$ cat src/rtl/flash_arb_pkg.sv
// Shared types and constants for the flash read arbiter.
//   arb_state_t : arbiter transaction phases
//   OWNER_A/B   : encoding of the transaction owner (A = audio mixer, B = bulk loader)
//   FL_ADDR_W   : default flash word address width
//   FL_DATA_W   : default flash read data width
package flash_arb_pkg;

    typedef enum logic [1:0] {
        IDLE,
        ISSUE,
        WAIT,
        DONE
    } arb_state_t;

    localparam logic OWNER_A = 1'b0;
    localparam logic OWNER_B = 1'b1;

    localparam int unsigned FL_ADDR_W = 21;
    localparam int unsigned FL_DATA_W = 32;

endpackage

$ cat src/rtl/arb_starve_ctr.sv
// Saturating count of consecutive A grants made while B is waiting.
// Ports:
//   clk, rst : clock and asynchronous active-high reset
//   idle     : arbiter is in IDLE this cycle
//   b_req    : B request level
//   grant_a  : A is being granted this cycle
//   grant_b  : B is being granted this cycle
//   force_b  : count has reached LIMIT; the next grant must go to B if it is pending
module arb_starve_ctr #(
    parameter int unsigned LIMIT = 4
) (
    input  logic clk,
    input  logic rst,
    input  logic idle,
    input  logic b_req,
    input  logic grant_a,
    input  logic grant_b,
    output logic force_b
);

    localparam int unsigned CNT_W = (LIMIT < 1) ? 1 : $clog2(LIMIT + 1);
    localparam logic [CNT_W-1:0] CNT_MAX = CNT_W'(LIMIT);

    logic [CNT_W-1:0] cnt_q, cnt_d;

    always_comb begin
        cnt_d = cnt_q;
        // Grants only happen in IDLE, so an A grant with b_req low is covered by the clear.
        if (grant_b || (idle && !b_req)) begin
            cnt_d = '0;
        end else if (grant_a && (cnt_q != CNT_MAX)) begin
            cnt_d = cnt_q + 1'b1;
        end
    end

    always_ff @(posedge clk or posedge rst) begin
        if (rst) begin
            cnt_q <= '0;
        end else begin
            cnt_q <= cnt_d;
        end
    end

    assign force_b = (cnt_q == CNT_MAX);

endmodule

$ cat src/rtl/flash_read_arbiter.sv
// Shares one flash read engine between a latency-critical requester A (audio mixer) and a
// bulk requester B. One non-preemptive read at a time; A has priority, but B is forced after
// STARVE_LIMIT consecutive A grants while B waits. A hung read engine is abandoned after
// TIMEOUT wait cycles and the owner receives an error pulse instead of an ack.
// Ports:
//   i_clk, i_rst              : clock, asynchronous active-high reset
//   i_a_req, i_a_addr         : A request level and address (sampled at grant)
//   o_a_ack, o_a_err          : A completion / timeout pulses
//   o_a_data                  : A read data, held until the next A ack
//   i_b_req ... o_b_data      : same for B
//   o_fl_start, o_fl_addr     : start pulse and held address to the flash reader
//   i_fl_ack, i_fl_data       : flash reader completion pulse and data
//   o_busy, o_owner           : transaction outstanding, and whose (0 = A, 1 = B)
module flash_read_arbiter
    import flash_arb_pkg::*;
#(
    parameter int unsigned ADDR_W       = FL_ADDR_W,
    parameter int unsigned DATA_W       = FL_DATA_W,
    parameter int unsigned STARVE_LIMIT = 4,
    parameter int unsigned TIMEOUT      = 255
) (
    input  logic              i_clk,
    input  logic              i_rst,
    input  logic              i_a_req,
    input  logic [ADDR_W-1:0] i_a_addr,
    output logic              o_a_ack,
    output logic              o_a_err,
    output logic [DATA_W-1:0] o_a_data,
    input  logic              i_b_req,
    input  logic [ADDR_W-1:0] i_b_addr,
    output logic              o_b_ack,
    output logic              o_b_err,
    output logic [DATA_W-1:0] o_b_data,
    output logic              o_fl_start,
    output logic [ADDR_W-1:0] o_fl_addr,
    input  logic              i_fl_ack,
    input  logic [DATA_W-1:0] i_fl_data,
    output logic              o_busy,
    output logic              o_owner
);

    // The timer counts completed wait cycles; the read is abandoned on the cycle the count
    // reaches TIMEOUT, so the error pulse lands TIMEOUT+1 cycles after the start pulse.
    localparam logic [7:0] TIMER_LAST = 8'(TIMEOUT - 1);

    arb_state_t        state_q, state_d;
    logic              owner_q, owner_d;
    logic [ADDR_W-1:0] addr_q, addr_d;
    logic [7:0]        timer_q, timer_d;
    logic              err_q, err_d;
    logic [DATA_W-1:0] a_data_q, a_data_d;
    logic [DATA_W-1:0] b_data_q, b_data_d;

    logic in_idle;
    logic grant_a;
    logic grant_b;
    logic force_b;

    assign in_idle = (state_q == IDLE);

    arb_starve_ctr #(
        .LIMIT(STARVE_LIMIT)
    ) u_starve (
        .clk    (i_clk),
        .rst    (i_rst),
        .idle   (in_idle),
        .b_req  (i_b_req),
        .grant_a(grant_a),
        .grant_b(grant_b),
        .force_b(force_b)
    );

    always_comb begin
        state_d  = state_q;
        owner_d  = owner_q;
        addr_d   = addr_q;
        timer_d  = timer_q;
        err_d    = err_q;
        a_data_d = a_data_q;
        b_data_d = b_data_q;
        grant_a  = 1'b0;
        grant_b  = 1'b0;

        unique case (state_q)
            IDLE: begin
                if (i_a_req || i_b_req) begin
                    if (i_b_req && (!i_a_req || force_b)) begin
                        owner_d = OWNER_B;
                        addr_d  = i_b_addr;
                        grant_b = 1'b1;
                    end else begin
                        owner_d = OWNER_A;
                        addr_d  = i_a_addr;
                        grant_a = 1'b1;
                    end
                    state_d = ISSUE;
                end
            end
            ISSUE: begin
                timer_d = '0;
                err_d   = 1'b0;
                state_d = WAIT;
            end
            WAIT: begin
                // An ack on the timeout cycle still wins.
                if (i_fl_ack) begin
                    if (owner_q == OWNER_B) begin
                        b_data_d = i_fl_data;
                    end else begin
                        a_data_d = i_fl_data;
                    end
                    state_d = DONE;
                end else begin
                    timer_d = timer_q + 8'd1;
                    if (timer_q == TIMER_LAST) begin
                        err_d   = 1'b1;
                        state_d = DONE;
                    end
                end
            end
            DONE: begin
                state_d = IDLE;
            end
            default: begin
                state_d = IDLE;
            end
        endcase
    end

    always_ff @(posedge i_clk or posedge i_rst) begin
        if (i_rst) begin
            state_q  <= IDLE;
            owner_q  <= OWNER_A;
            addr_q   <= '0;
            timer_q  <= '0;
            err_q    <= 1'b0;
            a_data_q <= '0;
            b_data_q <= '0;
        end else begin
            state_q  <= state_d;
            owner_q  <= owner_d;
            addr_q   <= addr_d;
            timer_q  <= timer_d;
            err_q    <= err_d;
            a_data_q <= a_data_d;
            b_data_q <= b_data_d;
        end
    end

    assign o_fl_start = (state_q == ISSUE);
    assign o_fl_addr  = addr_q;
    assign o_busy     = !in_idle;
    assign o_owner    = owner_q;
    assign o_a_ack    = (state_q == DONE) && !err_q && (owner_q == OWNER_A);
    assign o_a_err    = (state_q == DONE) && err_q && (owner_q == OWNER_A);
    assign o_b_ack    = (state_q == DONE) && !err_q && (owner_q == OWNER_B);
    assign o_b_err    = (state_q == DONE) && err_q && (owner_q == OWNER_B);
    assign o_a_data   = a_data_q;
    assign o_b_data   = b_data_q;

endmodule

$ cat config.mk
export PLATFORM = sky130hd
export DESIGN_NAME = flash_read_arbiter
export DESIGN_NICKNAME = d
export VERILOG_FILES = /design/src/rtl/flash_arb_pkg.sv /design/src/rtl/arb_starve_ctr.sv /design/src/rtl/flash_read_arbiter.sv
export SDC_FILE = /design/constraint.sdc
export NUM_CORES = 1
export LEC_CHECK = 0
export BUFFER_PORTS_ARGS = -buffer_cell sky130_fd_sc_hd__buf_2
export CAP_MARGIN = 10
export CORE_AREA = 5 5 128 130
export DETAILED_ROUTE_END_ITERATION = 8
export DIE_AREA = 0 0 133 135
export GPL_TIMING_DRIVEN = 1
export PLACE_DENSITY = 0.54
export SYNTH_ARGS = -nofsm -noshare
export SYNTH_HDL_FRONTEND = slang
export SYNTH_SLANG_ARGS = --single-unit
$ cat constraint.sdc
create_clock -name i_clk -period 4.3 [get_ports i_clk]
set_input_delay 0.645 -clock i_clk [delete_from_list [all_inputs] [get_ports i_clk]]
set_output_delay 0.645 -clock i_clk [all_outputs]
set_load 0.01 [all_outputs]
==> results_dict.tcl, run 1 <==
set metrics [dict create \
    path_buf_inv 3 \
    synth_top_area_cell "dfrtp_1" \
    synthArstFlopShare_pct 100.0 \
    antenna_left 0 \
    track_usage_pct 12.74 \
    dp_hpwl_mm 8.352 \
    r2r-end "o_b_data[21]$_DFFE_PP0P_" \
    rsz0062_at_grt "false" \
    start_kind "flop" \
    syn_nets 451 \
    fin_skew_ns 0.005794 \
    synthDistinctLibCells 43 \
    routed_wl_mm 11.36 \
    rows 45 \
    clock_sinks 100 \
    finalSetupTns_ns 0 \
    cp.required_ns 3.65 \
    finalMaxSlewViolations 0 \
    p_leak_nw 2.744 \
    crit_path_end "o_busy" \
    peakVddDrop_v 0.0002353 \
    holdPathStages 1 \
    antenna_found_initial 1 \
    synth_seq_cells 100 \
    initial_core_util_pct 29.24 \
    die_x_um 133 \
    syn_area_mm2 0.004395 \
    num_vias 3463 \
    clkTransAtPathRegs_ns 0.07 \
    tightest_slew_ns 0.9857 \
    grt_pass1_vias 3647 \
    crit_arrival_ns 2.06 \
    synth_cells 363 \
    crit_path_end_kind "primary output" \
    ios 171 \
    cp_top_family "adder cells" \
    wire_per_inst_um 15.88 \
    drive_gt1_share_pct 39.28 \
    synth.most_common_cell "dfrtp_1" \
    gp_congestion 0.8327 \
    hold_viol 0 \
    p_total_mw 4.049 \
    hold_buffers 0 \
    synthToLayoutAreaGrowth_pct 29.46 \
    cap_violations 0 \
    setup_viol 0 \
    grt_max_degree 80 \
    ff2ff_path_depth 4 \
    die_area_mm2 0.01796 \
    synth.top_cell.area_share_pct 56.93 \
    grt_pass1_wl_mm 18.52 \
    cp.depth 4 \
    cts_tree "done" \
    n_fill_cell 1484 \
    synth_edf_count 0 \
    coreArea_mm2 0.01503 \
    grt.overflow.total 0 \
    ys_seq_area_share_pct 56.93 \
    clk_path_buf_depth 2 \
    nNetsFinal 612 \
    synth_commonest_cells "100 x dfrtp_1, 53 x nand2_1, 48 x mux2_1, 22 x nand4_1, 22 x o211ai_1" \
    yosys-top-cells-area "dfrtp_1 57%, mux2_1 12%, nand2_1 4.5%" \
    cts_resized 0 \
    worst_path_max_delay_cell "ha_1" \
    min_period_over_period_pct 62.80 \
    powerDensity_mw_per_mm2 711.5 \
    fmax_mhz 370.3 \
    critPathMaxFanout 28 \
    clock_latency_ns 0.34 \
    slowest_delay_ns 0.82 \
    maxSlewHeadroom_pct 34.29 \
    synth_area_per_cell_um2 12.11 \
    vias_per_cell 4.843 \
    status "complete, no violations" \
    cts_setup_buffers 0 \
    root_buffer "clkbuf_16" \
    crit_top_cell "inv_1" \
    finalCriticalPeriod_ns 2.701 \
    io_buffers 170 \
    cp_cell_sequence "inv_1, ha_1, inv_1, buf_2" \
    startpoint "state_q[0]$_DFFE_PP0P_" \
    drt_iter0_drc 156 \
    reg2reg_from "state_q[0]$_DFFE_PP0P_" \
    worstSetupPathType "reg2out" \
    cts_made_buffers 9 \
    ys.flop_type "dfrtp_1" \
    cts_max_level 3 \
    first_pass_iters 4 \
    dieHeight_um 135 \
    yosys_warnings 0 \
    diodes 0 \
    min_path_type "reg2reg" \
    drc_errors 0 \
    reg2reg_slack_ns 1.77 \
]
## worst min-delay path by stage
stage | start | endpoint
CTS | o_a_data[4]$_DFFE_PP0P_ | o_a_data[4]$_DFFE_PP0P_
detailed placement | o_a_data[4]$_DFFE_PP0P_ | o_a_data[4]$_DFFE_PP0P_
finish | o_a_data[4]$_DFFE_PP0P_ | o_a_data[4]$_DFFE_PP0P_
global route | o_a_data[13]$_DFFE_PP0P_ | o_a_data[13]$_DFFE_PP0P_
floorplan | u_starve.cnt_q[0]$_DFFE_PP0P_ | u_starve.cnt_q[0]$_DFFE_PP0P_
global placement | o_b_data[2]$_DFFE_PP0P_ | o_b_data[2]$_DFFE_PP0P_
## per-stage QoR
stage	utilization [%]	setup WS, ns	hold slack, ns	cell area [um^2]	std cells
floorplan	-	1.036	0.4901	4395	363
global placement	35.99	1.810	0.4677	5410	701
detailed placement	35.99	1.697	0.4761	5410	701
CTS	37.85	1.557	0.4912	5690	715
global route	37.85	1.384	0.5031	5690	715
finish	37.85	1.599	0.4846	5690	715
## sequential cells by signal, summed over array words and instances (netlist names)
| register | flops |
|---|---|
| err_q | 1 |
| o_a_data | 32 |
| o_b_data | 32 |
| o_fl_addr | 21 |
| o_owner | 1 |
| state_q | 2 |
| timer_q | 8 |
| u_starve.cnt_q | 3 |
## layout by cell type (no fill, tap or decap), types with 4 or more instances in the layout
master | netlist | layout
nor2_1 | 4 | 4
o211ai_1 | 22 | 22
clkbuf_16 | 0 | 9
inv_1 | 9 | 8
mux2_2 | 17 | 17
ha_1 | 9 | 9
nand2_1 | 53 | 53
nand4_1 | 22 | 22
mux2_1 | 48 | 48
nand3_1 | 6 | 5
dfrtp_1 | 100 | 100
buf_2 | 9 | 170
## cell families after synthesis
| family | after synthesis | share of synthesized area [%] |
|---|---|---|
| simple gates | 108 | 12.50 |
| compound gates | 49 | 8.284 |
| buf+inv | 32 | 3.074 |
| mux | 65 | 16.65 |
| fa+ha+maj | 9 | 2.562 |
| flops | 100 | 56.93 |
## metal layers
metal	wire length, um	global-route usage, %	vias to the layer above
li1	-	-	1623
met1	5357	17.53	1648
met2	4748	18.93	175
met3	1041	3.987	15
met4	198	4.503	2
met5	11	0	-
## area by class of cell
type / instances / area, um^2 / area share [%]
Clock buffer: 10 / 229.0 / 4.024
Clock inverter: 4 / 51.30 / 0.9015
Inverter: 9 / 36.28 / 0.6376
Multi-Input combinational cell: 231 / 1763 / 30.98
Sequential cell: 100 / 2502 / 43.98
Tap cell: 188 / 235.2 / 4.134
Timing Repair Buffer: 173 / 873.3 / 15.35
## where the power goes
part	total, mW	internal (mW)	switching (mW)
registers	1.61	1.37	0.234
logic	1.65	0.747	0.906
clock network	0.788	0.446	0.342
Power figures use the tool's default switching activity.
==> run 2, diff against run 1 <==
--- a/config.mk
+++ b/config.mk
@@ -11,7 +11,7 @@
 export DETAILED_ROUTE_END_ITERATION = 8
 export DIE_AREA = 0 0 133 135
 export GPL_TIMING_DRIVEN = 1
-export PLACE_DENSITY = 0.54
+export PLACE_DENSITY = 0.56
 export SYNTH_ARGS = -nofsm -noshare
 export SYNTH_HDL_FRONTEND = slang
 export SYNTH_SLANG_ARGS = --single-unit
==> constraint.sdc (replaced) <==
create_clock -name i_clk -period 2.3 [get_ports i_clk]
set_input_delay 0.345 -clock i_clk [delete_from_list [all_inputs] [get_ports i_clk]]
set_output_delay 0.345 -clock i_clk [all_outputs]
set_load 0.01 [all_outputs]
==> run 2 against run 1 <==
  * Sequential cell count is the same
  * Cell area grew 1.9%
  * Via count grew 0.32%
  * Critical path type is now reg2reg
  * Highest routed layer is now met4
  * Global-route usage shrank 0.15 points
  * Critical endpoint is now timer_q[7]$_DFFE_PP0P_
  * Worst hold slack lost 0.38 ns
  * Clock skew grew 0.0023 ns
==> results_dict.tcl, run 2 (synthesis results as in run 1) <==
set metrics [dict create \
    drc_errors 0 \
    grt.overflow.total 0 \
    hold_buffers 0 \
    p_comb_share_pct 41.4 \
    p_leak_nw 2.807 \
    seqPwrFrac_pct 39.5 \
    n_fill_cell 1500 \
    cts_max_level 3 \
    crit_arrival_ns 2.18 \
    grt_pass1_vias 3696 \
    reg2reg_from "state_q[0]$_DFFE_PP0P_" \
    worstSetupPathType "reg2reg" \
    cts_setup_buffers 0 \
    cp.required_ns 2.57 \
    ff2ff_path_depth 5 \
    grt_max_degree 73 \
    vias_per_cell 4.792 \
    io_buffers 170 \
    wire_per_inst_um 15.22 \
    clkPwrFrac_pct 19.0 \
    crit_path_end_kind "flop" \
    r2r-end "timer_q[7]$_DFFE_PP0P_" \
    finalSetupTns_ns 0 \
    final_area_mm2 0.005798 \
    fin_skew_ns 0.008059 \
    rows 45 \
    die_area_mm2 0.01796 \
    powerDensity_mw_per_mm2 1310 \
    dpl-instance-area_mm2 0.005517 \
    cts_made_buffers 9 \
    swShare_pct 36.78 \
    finalCriticalPeriod_ns 1.908 \
    rsz0062_at_grt "false" \
    drt_iter0_drc 112 \
    finalMaxSlewViolations 0 \
    gp_congestion 0.7865 \
    post-place-ws_ns 0.4141 \
    reg2reg_slack_ns 0.39 \
    critPathMaxFanout 7 \
    coreArea_mm2 0.01503 \
    status "complete, no violations" \
    clkTransAtPathRegs_ns 0.07 \
    diodes 0 \
    start_kind "flop" \
    p_int_mw 4.804 \
    dieHeight_um 135 \
    antenna_found_initial 0 \
    peakVddDrop_v 0.0005302 \
    hold_viol 0 \
    nNetsFinal 621 \
    antenna_left 0 \
    num_vias 3474 \
    finalWorstSetupSlack_ns 0.3918 \
    track_usage_pct 12.59 \
    dp_hpwl_mm 8.469 \
    first_pass_iters 4 \
    setup_viol 0 \
    clk_path_buf_depth 2 \
    p_sw_mw 2.794 \
    grt_pass1_wl_mm 18.48 \
    synthToLayoutAreaGrowth_pct 31.91 \
    root_buffer "clkbuf_16" \
    min_period_over_period_pct 82.97 \
    min_path_type "in2async" \
    cts_resized 0 \
    routed_wl_mm 11.03 \
    fmax_mhz 524.1 \
    mostFrequentLayoutCell "buf_2" \
    tightest_slew_ns 0.3895 \
    drive_gt1_share_pct 40.60 \
    ios 171 \
    die_x_um 133 \
    final_cell_mix "170 x buf_2, 100 x dfrtp_1, 53 x nand2_1" \
    cts_tree "done" \
    initial_core_util_pct 29.24 \
    clock_sinks 100 \
    maxSlewHeadroom_pct 74.03 \
    cap_violations 0 \
    clock_latency_ns 0.34 \
]
-- run 2: metrics by stage --
step	cells	hold slack [ns]	utilization [%]	total power, mW
3_3_place_gp	710	0.4675	36.70	6.174
4_1_cts	725	0.1230	38.57	7.746
5_1_grt	725	0.1529	38.57	8.176
6_report	725	0.1068	38.57	7.598
2_1_floorplan	363	0.4767	-	4.858
3_5_place_dp	710	0.4761	36.70	6.271
-- run 2: cell type report --
cell class	instances	area, um^2	share of cell area [%]
sequential	100	2502	43.16
multi-input combinational	231	1763	30.41
timing repair buffer	182	978.4	16.88
clock buffer	10	239.0	4.122
tap	188	235.2	4.057
clock inverter	5	42.54	0.7337
inverter	9	37.54	0.6474
-- run 2: worst max path at each step --
| stage | startpoint | endpoint | depth (start not counted) |
|---|---|---|---|
| after floorplan | state_q[0]$_DFFE_PP0P_ | timer_q[5]$_DFFE_PP0P_ | 5 |
| after global placement | state_q[0]$_DFFE_PP0P_ | timer_q[7]$_DFFE_PP0P_ | 5 |
| after detailed placement | state_q[0]$_DFFE_PP0P_ | timer_q[7]$_DFFE_PP0P_ | 5 |
| after CTS | state_q[0]$_DFFE_PP0P_ | timer_q[7]$_DFFE_PP0P_ | 5 |
| after global routing | state_q[1]$_DFFE_PP0P_ | timer_q[5]$_DFFE_PP0P_ | 5 |
| final | state_q[0]$_DFFE_PP0P_ | timer_q[7]$_DFFE_PP0P_ | 5 |
-- run 2: critical path, cell delays in order, from the launching register on --
cell and delay, ns:
dfrtp_1 0.40, inv_1 0.11, ha_1 0.40, a21bo_4 0.27
or4_1 0.50, a21boi_1 0.16
-- run 2: routing by layer --
metal  part of all wire [%]  global-route usage, %  vias to the layer above
li1                       -                      -                     1640
met1                     42                  15.03                     1679
met2                     47                  21.02                      143
met3                    9.3                  4.359                       12
met4                    1.4                  4.677                        0
met5                      0                      0                        -
-- run 2: power by group through the flow --
stage	combinational (mW)	clock [mW]	sequential (mW)
3_5_place_dp	3.23	0	3.04
5_1_grt	3.51	1.55	3.12
6_report	3.15	1.45	3.00
4_1_cts	3.22	1.50	3.02
2_1_floorplan	1.50	0	3.36
3_3_place_gp	3.16	0	3.01
==> run 3, diff against run 2 <==
--- a/config.mk
+++ b/config.mk
@@ -5,13 +5,14 @@
 export SDC_FILE = /design/constraint.sdc
 export NUM_CORES = 1
 export LEC_CHECK = 0
+export ABC_AREA = 1
 export BUFFER_PORTS_ARGS = -buffer_cell sky130_fd_sc_hd__buf_2
 export CAP_MARGIN = 10
 export CORE_AREA = 5 5 128 130
 export DETAILED_ROUTE_END_ITERATION = 8
 export DIE_AREA = 0 0 133 135
 export GPL_TIMING_DRIVEN = 1
-export PLACE_DENSITY = 0.56
+export PLACE_DENSITY = 0.54
 export SYNTH_ARGS = -nofsm -noshare
 export SYNTH_HDL_FRONTEND = slang
 export SYNTH_SLANG_ARGS = --single-unit
==> constraint.sdc (replaced) <==
create_clock -name i_clk -period 1.9 [get_ports i_clk]
set_input_delay 0.285 -clock i_clk [delete_from_list [all_inputs] [get_ports i_clk]]
set_output_delay 0.285 -clock i_clk [all_outputs]
set_load 0.01 [all_outputs]
==> run 3 against run 2 <==
  * Critical path depth increased by 3
  * Register-to-register slack got worse by 0.18 ns
  * Global-route usage increased by 0.40 points
  * Power increased by 21%
  * Synthesized cell count increased by 32%
  * Synthesized area increased by 0.17%
  * Sequential power increased by 22%
  * Die area unchanged
  * Worst hold slack got worse by 0.019 ns
  * Largest power group unchanged
  * Core utilization decreased by 0.33 points
  * Non-clock buffer count decreased by 5
  * Highest routed layer is now met5
  * Count of clock-buffer cells in the layout unchanged
==> results_dict.tcl, run 3 <==
set metrics [dict create \
    track_usage_pct 12.98 \
    dp_hpwl_mm 8.408 \
    grt_max_degree 101 \
    dieHeight_um 135 \
    met1_usage_pct 16.08 \
    first_pass_iters 4 \
    clkTransAtPathRegs_ns 0.07 \
    initial_core_util_pct 29.29 \
    root_buffer "clkbuf_16" \
    final_cell_mix "170 x buf_2, 116 x nand2_1, 100 x dfrtp_1" \
    maxSlewHeadroom_pct 64.88 \
    clk_path_buf_depth 2 \
    vias_per_cell 4.559 \
    grt_pass1_wl_mm 19.13 \
    peakVddDrop_v 0.0005751 \
    cts_tree "done" \
    routed_wl_mm 11.33 \
    syn_area_mm2 0.004403 \
    num_vias 3811 \
    fmax_mhz 590.8 \
    diodes 0 \
    final_area_mm2 0.005748 \
    antenna_left 0 \
    synth_cells 478 \
    rows 45 \
    hold_viol 0 \
    drc_errors 0 \
    top_usage_layer "met2" \
    drt_iter0_drc 216 \
    nNetsFinal 731 \
    powerDensity_mw_per_mm2 1603 \
    clock_sinks 100 \
    crit_arrival_ns 1.92 \
    ys.flop_type "dfrtp_1" \
    finalCriticalPeriod_ns 1.693 \
    syn_nets 566 \
    cap_violations 0 \
    die_x_um 133 \
    synthToLayoutAreaGrowth_pct 30.55 \
    critPathMaxFanout 48 \
    tightest_slew_ns 0.5267 \
    clock_latency_ns 0.35 \
    setup_viol 0 \
    cp.required_ns 2.12 \
    synth.top_cell.area_share_pct 56.83 \
    grt_use_met3_pct 4.359 \
    min_path_type "in2async" \
    finalSetupTns_ns 0 \
    synth_edf_count 0 \
    p_total_mw 9.215 \
    ios 171 \
    wire_per_inst_um 13.55 \
    gp_congestion 0.7831 \
    dpl-instance-area_mm2 0.005446 \
    yosys_warnings 0 \
    gr-usage-met2_pct 20.94 \
    min_period_over_period_pct 89.08 \
    yosys-top-cells-area "dfrtp_1 57%, nand2_1 9.9%, o21ai_1 7.4%" \
    rsz0062_at_grt "false" \
    coreArea_mm2 0.01503 \
    n_fill_cell 1560 \
    finalMaxSlewViolations 0 \
    synthDistinctLibCells 24 \
    io_buffers 170 \
    grt_pass1_vias 3966 \
    p_leak_nw 2.994 \
    synth_seq_cells 100 \
    cts_setup_buffers 0 \
    synth_top_area_cell "dfrtp_1" \
    synth_area_per_cell_um2 9.211 \
    antenna_found_initial 1 \
    synthArstFlopShare_pct 100.0 \
    die_area_mm2 0.01796 \
    drive_gt1_share_pct 33.95 \
    crit_path_end_kind "flop" \
    status "complete, no violations" \
    ys_seq_area_share_pct 56.83 \
    worstSetupPathType "reg2reg" \
    cts_max_level 3 \
    start_kind "flop" \
    mostFrequentLayoutCell "buf_2" \
    synth.most_common_cell "nand2_1" \
    synth_commonest_cells "116 x nand2_1, 100 x dfrtp_1, 65 x o21ai_1, 51 x inv_1, 33 x nor2_1" \
    grt.overflow.total 0 \
    fin_skew_ns 0.008111 \
    cts_made_buffers 9 \
]
==> run 3: report_power, final <==
part           switching [mW]  total (mW)  internal [mW]
clock                   0.796        1.82           1.02
sequential              0.573        3.67           3.09
combinational            2.20        3.73           1.53
total                    3.57        9.21           5.65
==> run 3: path summary, 6_finish.rpt <==
check	start	slack (ns)	end	cells past startpoint
max	state_q[0]$_DFFE_PP0P_	0.21	o_b_data[28]$_DFFE_PP0P_	8
min	i_rst	0.09	o_fl_addr[20]$_DFFE_PP0P_	3
max reg2reg	state_q[0]$_DFFE_PP0P_	0.21	o_b_data[28]$_DFFE_PP0P_	8
min reg2reg	o_b_data[26]$_DFFE_PP0P_	0.49	o_b_data[26]$_DFFE_PP0P_	2
max in group asynchronous	i_rst	1.41	o_b_data[11]$_DFFE_PP0P_	3
min in group i_clk	i_fl_data[22]	0.19	o_a_data[22]$_DFFE_PP0P_	3
==> run 3: critical path, cell delays in order, from the launching register on <==
cell,delay [ns]
dfrtp_1,0.41
inv_1,0.11
ha_1,0.26
nand2_2,0.11
inv_2,0.14
nand2_4,0.15
buf_12,0.22
nand2_1,0.07
o21ai_1,0.06
==> run 3: what timing repair did <==
item,CTS,global route
hold buffers,0,0
hold endpoints to repair,0,0
endpoints found under the setup margin,0,29
gates resized for setup,0,1
==> run 3: through the flow <==
step                      utilization (%)  cells  setup slack, ns  hold WS, ns
final                               38.24    836           0.2075      0.08785
after global routing                38.24    836          0.06114       0.1491
after CTS                           38.18    836          0.09848       0.1074
after detailed placement            36.23    820           0.1157       0.4752
after global placement              36.23    820           0.1692       0.4656
after floorplan                         -    478           0.4254       0.4306
==> run 3: layout make-up <==
| cell class | count | area, um^2 | area share (%) |
|---|---|---|---|
| clock buffers | 10 | 229.0 | 3.983 |
| clock inverters | 6 | 63.81 | 1.110 |
| inverters | 54 | 206.4 | 3.592 |
| multi-input cells | 301 | 1570 | 27.32 |
| flip-flops and latches | 100 | 2502 | 43.54 |
| well taps | 188 | 235.2 | 4.092 |
| repair buffers | 177 | 940.9 | 16.37 |
==> run 3: logic make-up after synthesis <==
kind of cell	after synthesis	share of synthesized area, %
XOR/XNOR	1	0.1990
flip-flops	100	56.83
adder cells (fa/ha/maj)	9	2.558
buffers and inverters	77	7.701
AO/OA/AOI/OAI	99	14.66
AND/OR/NAND/NOR	192	18.05
==> run 3: per-layer routing <==
metal,wire length (um),vias up,share of wire (%)
li1,-,1877,-
met1,4995,1767,44
met2,5170,145,46
met3,922,20,8.1
met4,229,2,2.0
met5,7,-,0.062
